==> src/rtl/ps2_transmitter_pkg.sv <==
// Shared types and constants for the PS/2 host-to-device transmitter.
package ps2_transmitter_pkg;

    typedef enum logic [3:0] {
        S_IDLE,
        S_INHIBIT,
        S_RTS,
        S_SHIFT,
        S_ACK,
        S_WAIT_IDLE,
        S_DONE,
        S_ERR
    } tx_state_t;

    localparam logic [7:0] CMD_SET_LEDS = 8'hED;
    localparam logic [7:0] CMD_RESET    = 8'hFF;
    localparam logic [7:0] RSP_ACK      = 8'hFA;

    localparam int DEF_INHIBIT_CYCLES = 10_000;
    localparam int DEF_START_TIMEOUT  = 1_500_000;
    localparam int DEF_XFER_TIMEOUT   = 200_000;
    localparam int DEF_DB_COUNT_MAX   = 19;
    localparam int DEF_DB_COUNT_WIDTH = 5;

    function automatic logic odd_parity(input logic [7:0] d);
        return ~^d;
    endfunction

endpackage

==> src/rtl/ps2_transmitter_debounce.sv <==
// Two-flop synchroniser plus stable-count filter for one PS/2 line.
module ps2_transmitter_debounce #(
    parameter int COUNT_MAX   = 19,
    parameter int COUNT_WIDTH = 5
) (
    input  logic clk,
    input  logic rst,
    input  logic raw,
    output logic filt
);

    logic [1:0]             sync;
    logic [COUNT_WIDTH-1:0] cnt;

    // Idle PS/2 lines are pulled high, so the filter starts released.
    always_ff @(posedge clk or posedge rst) begin
        if (rst) begin
            sync <= 2'b11;
            cnt  <= '0;
            filt <= 1'b1;
        end else begin
            sync <= {sync[0], raw};
            if (sync[1] == filt) begin
                cnt <= '0;
            end else if (cnt == COUNT_WIDTH'(COUNT_MAX)) begin
                filt <= sync[1];
                cnt  <= '0;
            end else begin
                cnt <= cnt + COUNT_WIDTH'(1);
            end
        end
    end

endmodule

==> src/rtl/ps2_transmitter.sv <==
// PS/2 host-to-device byte transmitter: inhibit, request-to-send,
// shift data/parity on device clock falls, then check the device ACK.
module ps2_transmitter
    import ps2_transmitter_pkg::*;
#(
    parameter int INHIBIT_CYCLES = DEF_INHIBIT_CYCLES,
    parameter int START_TIMEOUT  = DEF_START_TIMEOUT,
    parameter int XFER_TIMEOUT   = DEF_XFER_TIMEOUT,
    parameter int DB_COUNT_MAX   = DEF_DB_COUNT_MAX,
    parameter int DB_COUNT_WIDTH = DEF_DB_COUNT_WIDTH
) (
    input  logic       clk,
    input  logic       rst,
    input  logic [7:0] tx_data,
    input  logic       tx_valid,
    output logic       tx_ready,
    output logic       busy,
    output logic       tx_done,
    output logic       tx_err,
    input  logic       kclk,
    input  logic       kdata,
    output logic       kclk_low,
    output logic       kdata_low
);

    localparam int TW = $clog2(INHIBIT_CYCLES + START_TIMEOUT + XFER_TIMEOUT);

    tx_state_t     state;
    logic [8:0]    shreg;
    logic [3:0]    bit_cnt;
    logic [TW-1:0] tmo;
    logic          kclk_f;
    logic          kdata_f;
    logic          kclk_q;
    logic          fall;
    logic          xfer_exp;

    ps2_transmitter_debounce #(
        .COUNT_MAX   (DB_COUNT_MAX),
        .COUNT_WIDTH (DB_COUNT_WIDTH)
    ) u_db_kclk (
        .clk  (clk),
        .rst  (rst),
        .raw  (kclk),
        .filt (kclk_f)
    );

    ps2_transmitter_debounce #(
        .COUNT_MAX   (DB_COUNT_MAX),
        .COUNT_WIDTH (DB_COUNT_WIDTH)
    ) u_db_kdata (
        .clk  (clk),
        .rst  (rst),
        .raw  (kdata),
        .filt (kdata_f)
    );

    always_ff @(posedge clk or posedge rst) begin
        if (rst) begin
            kclk_q <= 1'b1;
        end else begin
            kclk_q <= kclk_f;
        end
    end

    assign fall     = kclk_q & ~kclk_f;
    assign xfer_exp = (tmo == TW'(XFER_TIMEOUT - 1));

    always_ff @(posedge clk or posedge rst) begin
        if (rst) begin
            state     <= S_IDLE;
            tx_ready  <= 1'b1;
            busy      <= 1'b0;
            tx_done   <= 1'b0;
            tx_err    <= 1'b0;
            kclk_low  <= 1'b0;
            kdata_low <= 1'b0;
            shreg     <= '0;
            bit_cnt   <= '0;
            tmo       <= '0;
        end else begin
            tx_done <= 1'b0;
            tx_err  <= 1'b0;
            unique case (state)
                S_IDLE: begin
                    if (tx_valid) begin
                        shreg    <= {odd_parity(tx_data), tx_data};
                        busy     <= 1'b1;
                        tx_ready <= 1'b0;
                        kclk_low <= 1'b1;
                        bit_cnt  <= '0;
                        tmo      <= '0;
                        state    <= S_INHIBIT;
                    end
                end
                S_INHIBIT: begin
                    tmo <= tmo + TW'(1);
                    // Start bit goes low while the clock is still held.
                    if (tmo == TW'(INHIBIT_CYCLES - 2)) begin
                        kdata_low <= 1'b1;
                    end
                    if (tmo == TW'(INHIBIT_CYCLES - 1)) begin
                        kclk_low  <= 1'b0;
                        kdata_low <= 1'b1;
                        tmo       <= '0;
                        state     <= S_RTS;
                    end
                end
                S_RTS: begin
                    tmo <= tmo + TW'(1);
                    if (tmo == TW'(START_TIMEOUT - 1)) begin
                        kclk_low  <= 1'b0;
                        kdata_low <= 1'b0;
                        state     <= S_ERR;
                    end else if (fall) begin
                        kdata_low <= ~shreg[0];
                        shreg     <= shreg >> 1;
                        bit_cnt   <= 4'd1;
                        tmo       <= '0;
                        state     <= S_SHIFT;
                    end
                end
                S_SHIFT: begin
                    tmo <= tmo + TW'(1);
                    if (xfer_exp) begin
                        kclk_low  <= 1'b0;
                        kdata_low <= 1'b0;
                        state     <= S_ERR;
                    end else if (fall) begin
                        bit_cnt <= bit_cnt + 4'd1;
                        if (bit_cnt == 4'd9) begin
                            kdata_low <= 1'b0;
                            state     <= S_ACK;
                        end else begin
                            kdata_low <= ~shreg[0];
                            shreg     <= shreg >> 1;
                        end
                    end
                end
                S_ACK: begin
                    tmo <= tmo + TW'(1);
                    if (xfer_exp) begin
                        kclk_low  <= 1'b0;
                        kdata_low <= 1'b0;
                        state     <= S_ERR;
                    end else if (fall) begin
                        bit_cnt <= bit_cnt + 4'd1;
                        state   <= kdata_f ? S_ERR : S_WAIT_IDLE;
                    end
                end
                S_WAIT_IDLE: begin
                    tmo <= tmo + TW'(1);
                    if (xfer_exp) begin
                        kclk_low  <= 1'b0;
                        kdata_low <= 1'b0;
                        state     <= S_ERR;
                    end else if (kclk_f && kdata_f) begin
                        state <= S_DONE;
                    end
                end
                S_DONE: begin
                    tx_done  <= 1'b1;
                    busy     <= 1'b0;
                    tx_ready <= 1'b1;
                    shreg    <= '0;
                    bit_cnt  <= '0;
                    tmo      <= '0;
                    state    <= S_IDLE;
                end
                S_ERR: begin
                    tx_err    <= 1'b1;
                    busy      <= 1'b0;
                    tx_ready  <= 1'b1;
                    kclk_low  <= 1'b0;
                    kdata_low <= 1'b0;
                    shreg     <= '0;
                    bit_cnt   <= '0;
                    tmo       <= '0;
                    state     <= S_IDLE;
                end
            endcase
        end
    end

endmodule

==> config.mk <==
export PLATFORM = sky130hd
export DESIGN_NAME = ps2_transmitter
export DESIGN_NICKNAME = d
export VERILOG_FILES = /design/src/rtl/ps2_transmitter_pkg.sv /design/src/rtl/ps2_transmitter_debounce.sv /design/src/rtl/ps2_transmitter.sv
export SDC_FILE = /design/constraint.sdc
export NUM_CORES = 1
export LEC_CHECK = 0
export ABC_AREA = 1
export ABC_CLOCK_PERIOD_IN_PS = 1900
export BUFFER_PORTS_ARGS = -buffer_cell sky130_fd_sc_hd__buf_4
export CAP_MARGIN = 20
export CORE_ASPECT_RATIO = 1.4
export CORE_MARGIN = 10
export CORE_UTILIZATION = 55
export DETAILED_ROUTE_END_ITERATION = 8
export PLACE_DENSITY = 0.73
export SYNTH_ARGS = -nofsm -noshare
export SYNTH_HDL_FRONTEND = slang
export SYNTH_HIERARCHICAL = 1
export SYNTH_SLANG_ARGS = --single-unit
==> constraint.sdc <==
create_clock -name clk -period 1.9 [get_ports clk]
set_input_delay 0.285 -clock clk [delete_from_list [all_inputs] [get_ports clk]]
set_output_delay 0.285 -clock clk [all_outputs]
set_load 0.005 [all_outputs]
==> impl_summary.txt <==
----------------------------------------------------
[Status]
  Status ... finished clean

[Final layout]
  Final instance area ... 4680 um^2
  Final #Nets ... 582
  Share of final-layout standard cells stronger than drive strength 1 ... 0.248
  Commonest cells after routing, fill and taps aside ... nand2_1 (136), nor2_1 (65), dfrtp_1 (51)
  Final cell count without fillers ... 663
  Filler cell count in the final layout ... 605
  Register area ... 1510 um^2
  Multi-input combinational cell area ... 2230 um^2
  Most frequent standard cell in the layout excluding fill and tap cells ... nand2_1
  Antenna diode count ... 0
  Area growth from synthesis to layout ... 17.7%

[Floorplanning]
  Number of top-level design ports ... 19
  Width of the chip ... 91.9 um
  Floorplan core area ... 6980 um^2
  Total number of placement rows ... 36
  Full die area ... 11,100 um^2
  Die height ... 121 um
  Effective utilization at floorplan ... 0.570

[Power and ir drop]
  PD cells ... 1230 nW/um^2
  Reported leakage power ... 0.00230 uW
  Max rail drop VDD ... 1100 uV

[Setup path]
  Endpoint arrival time on the critical path ... 2.06 ns
  Worst R2R Start ... tmo[11]
  Worst Setup Start Kind ... register
  Cell Chain, Critical Path ... nor2_1, inv_1, nor2_2, nand3_2, nand2_4, nand2_4, nor2_8, buf_4, a21oi_1
  Worst path bufs/invs ... 2
  Largest fanout of any net on the critical path ... 9
  Worst setup path class ... reg -> reg
  Endpoint of the most critical register-to-register path ... tmo[11]
  Dominant cell type by count on the critical path ... nand2_4
  Worst EP required ... 2.12 ns
  Largest delay share family, worst path ... simple AND/OR/NAND/NOR gates
  Worst setup EP type ... register
  Slowest stage delay, CP ... 0.44 ns
  Worst-case reg-to-reg path depth ... 9
  Flop-to-flop setup slack ... 0.06 ns
  Cell with the biggest individual delay on the critical path ... dfrtp_1

[STA]
  Final setup violation count ... 0
  Pins over their slew limit ... 0
  Fin Clk Skew ... 0.0110 ns
  Unrepaired setup endpoints after global routing ... true
  Share of the clock period used by the worst path after layout ... 0.967
  Count of final hold-check violations ... 0
  Normalized max-slew margin ... 0.732
  Post-layout min period ... 1.84 ns
  Max Fclk ... 0.544 GHz
  Slew at the pin with the worst max-slew slack ... 0.402 ns

[CTS]
  Cell at the root of the clock tree ... clkbuf_8
  Reg clk slew, reported paths ... 0.07 ns
  Cts bufs inserted ... 9
  Clock net sink count ... 60
  Clock buffer depth ... 2
  CTS tree ... yes
  Worst skew pair latency ... 0.35 ns
  H-tree depth ... 3

[Global route]
  Number of antenna violations at the first check in global routing ... 0
  Global-route usage over all layers ... 0.170
  GRT overflow ... 0
  First-pass GRT wire length ... 15,600 um
  Vias in the first global route ... 3,480
  Largest net degree at the start of global routing ... 29

[Drt]
  Total routed wirelength ... 9430 um
  Number of DRC markers after the initial detailed-route iteration ... 189
  Vias ... 3,545
  Number of vias per cell after detailed routing ... 5.35
  Antenna Violating Nets Remaining ... 0
  DRC ... 0
  1st-pass router iterations ... 4
  Routed wire per std cell ... 14.2 um

[Logic synthesis]
  Number of enable flip-flop cells after synthesis ... 0
  Count of state elements after synthesis ... 60
  Sequential area share after synthesis ... 0.380
  Cell accounting for the most synthesized area ... dfrtp_1
  Yosys warnings ... 6
  Synth Flop Type ... dfrtp_1
  Library cells used by synthesis ... 43
  Post-synth net total ... 539
  Area of the mapped netlist ... 3980 um^2
  Ranking of synthesized cells by area ... dfrtp_1 (33%), nand2_1 (13%), nor2_1 (6.7%)
  Synth async-reset ratio ... 1.00
  Post-synth top area share ... 0.327
  Synthesized netlist cell count ... 520
  Mean cell area of the mapped netlist ... 7.65 um^2

[Hold path]
  Hold Path End ... u_db_kdata/sync[0]
  Hold/Removal Path Class ... in -> reg
  Worst Hold Depth ... 1
  Startpoint of the worst hold path ... kdata

[Placed design]
  Cell area after placement ... 4300 um^2
  PortBufs ... 18
  Inst Count DP ... 640
  Final weighted congestion in routability-driven placement ... 1.00
  Placed wire-length estimate ... 7130 um

[Flow run]
  Max-cap check violation count ... 0

----------------------------------------------------
worst max path at each step:
stage	start	end	slack, ns	depth (start not counted)
finish	tmo[11]	tmo[11]	0.06	9
global route	tmo[1]	tmo[18]	-0.07	10
CTS	tmo[1]	tmo[11]	0.02	9
detailed placement	tmo[1]	shreg[8]	-0.05	9
global placement	tmo[1]	shreg[8]	-0.02	9
floorplan	tmo[0]	tmo[4]	0.26	9
power by group:
group | switching, uW | internal, uW
sequential | 201 | 1530
clock | 505 | 841
combinational | 1640 | 1060
through the flow:
| stage | hold slack (ns) | TNS [ns] | power (uW) | setup slack, ns | util |
|---|---|---|---|---|---|
| 5_1_grt | 0.0397 | -0.119 | 6140 | -0.0658 | 0.671 |
| 3_3_place_gp | 0.267 | -0.0227 | 4260 | -0.0227 | 0.616 |
| 3_5_place_dp | 0.273 | -0.0571 | 4280 | -0.0534 | 0.616 |
| 2_1_floorplan | 0.0985 | 0 | 3700 | 0.261 | - |
| 6_report | 0.0487 | 0 | 5770 | 0.0627 | 0.671 |
| 4_1_cts | 0.0335 | 0 | 5770 | 0.0230 | 0.658 |
state kept, by name (all words and copies together) (netlist names), 2 cells and up:
signal	count
shreg	9
u_db_kdata/cnt	5
state	3
u_db_kdata/sync	2
tmo	21
bit_cnt	4
u_db_kclk/cnt	5
u_db_kclk/sync	2
repair_timing:
| action | in CTS | in global routing |
|---|---|---|
| cloned | 0 | 0 |
| gates resized for setup | 1 | 18 |
| hold endpoints to repair | 25 | 0 |
| setup buffers | 3 | 3 |
| pin swaps | 1 | 6 |
| hold buffers | 1 | 0 |
| setup endpoints to repair | 7 | 34 |
area by class of cell:
cell class,instances,area share
repair buffers,42,0.0759
multi-input cells,390,0.476
inverters,60,0.0497
clock inverters,4,0.0150
clock buffers,12,0.0353
well taps,95,0.0254
flip-flops and latches,60,0.323
worst register-to-register path, delay by kind of cell, from the launching register on:
family	cells	cell delay, ns
AND/OR/NAND/NOR	6	0.95
flip-flops	1	0.44
buffers and inverters	2	0.25
AO/OA/AOI/OAI	1	0.07
routing by layer:
layer | GRT usage | part of all wire
met3 | 0.0347 | 0.034
met4 | 0.0957 | 0.042
met1 | 0.177 | 0.39
met5 | 0 | 0
met2 | 0.311 | 0.53
synthesized netlist by cell type (4+ instances only):
| cell type | number |
|---|---|
| inv_1 | 50 |
| xor2_1 | 15 |
| dfstp_2 | 8 |
| ha_1 | 6 |
| nand2_4 | 5 |
| inv_2 | 8 |
| nand4_1 | 10 |
| a22oi_1 | 6 |
| buf_2 | 4 |
| nor2_1 | 71 |
| nand2_2 | 4 |
| o21ai_1 | 5 |
| nor2_2 | 6 |
| o21ai_2 | 9 |
| xnor2_1 | 9 |
| nand3_2 | 5 |
| dfrtp_1 | 52 |
| nand3b_1 | 4 |
| a21oi_2 | 9 |
| nor2_8 | 4 |
| a21oi_1 | 7 |
| nor3_1 | 7 |
| o21ai_0 | 4 |
| nand3_1 | 49 |
| nand2_1 | 138 |
logic make-up after synthesis:
group	Yosys count	synth area share
XOR/XNOR	24	0.0528
adder cells (fa/ha/maj)	6	0.0189
buffers and inverters	70	0.0786
AND/OR/NAND/NOR	313	0.383
flip-flops	60	0.380
AO/OA/AOI/OAI	47	0.0862
No activity file was read; power rests on OpenSTA's default activity.
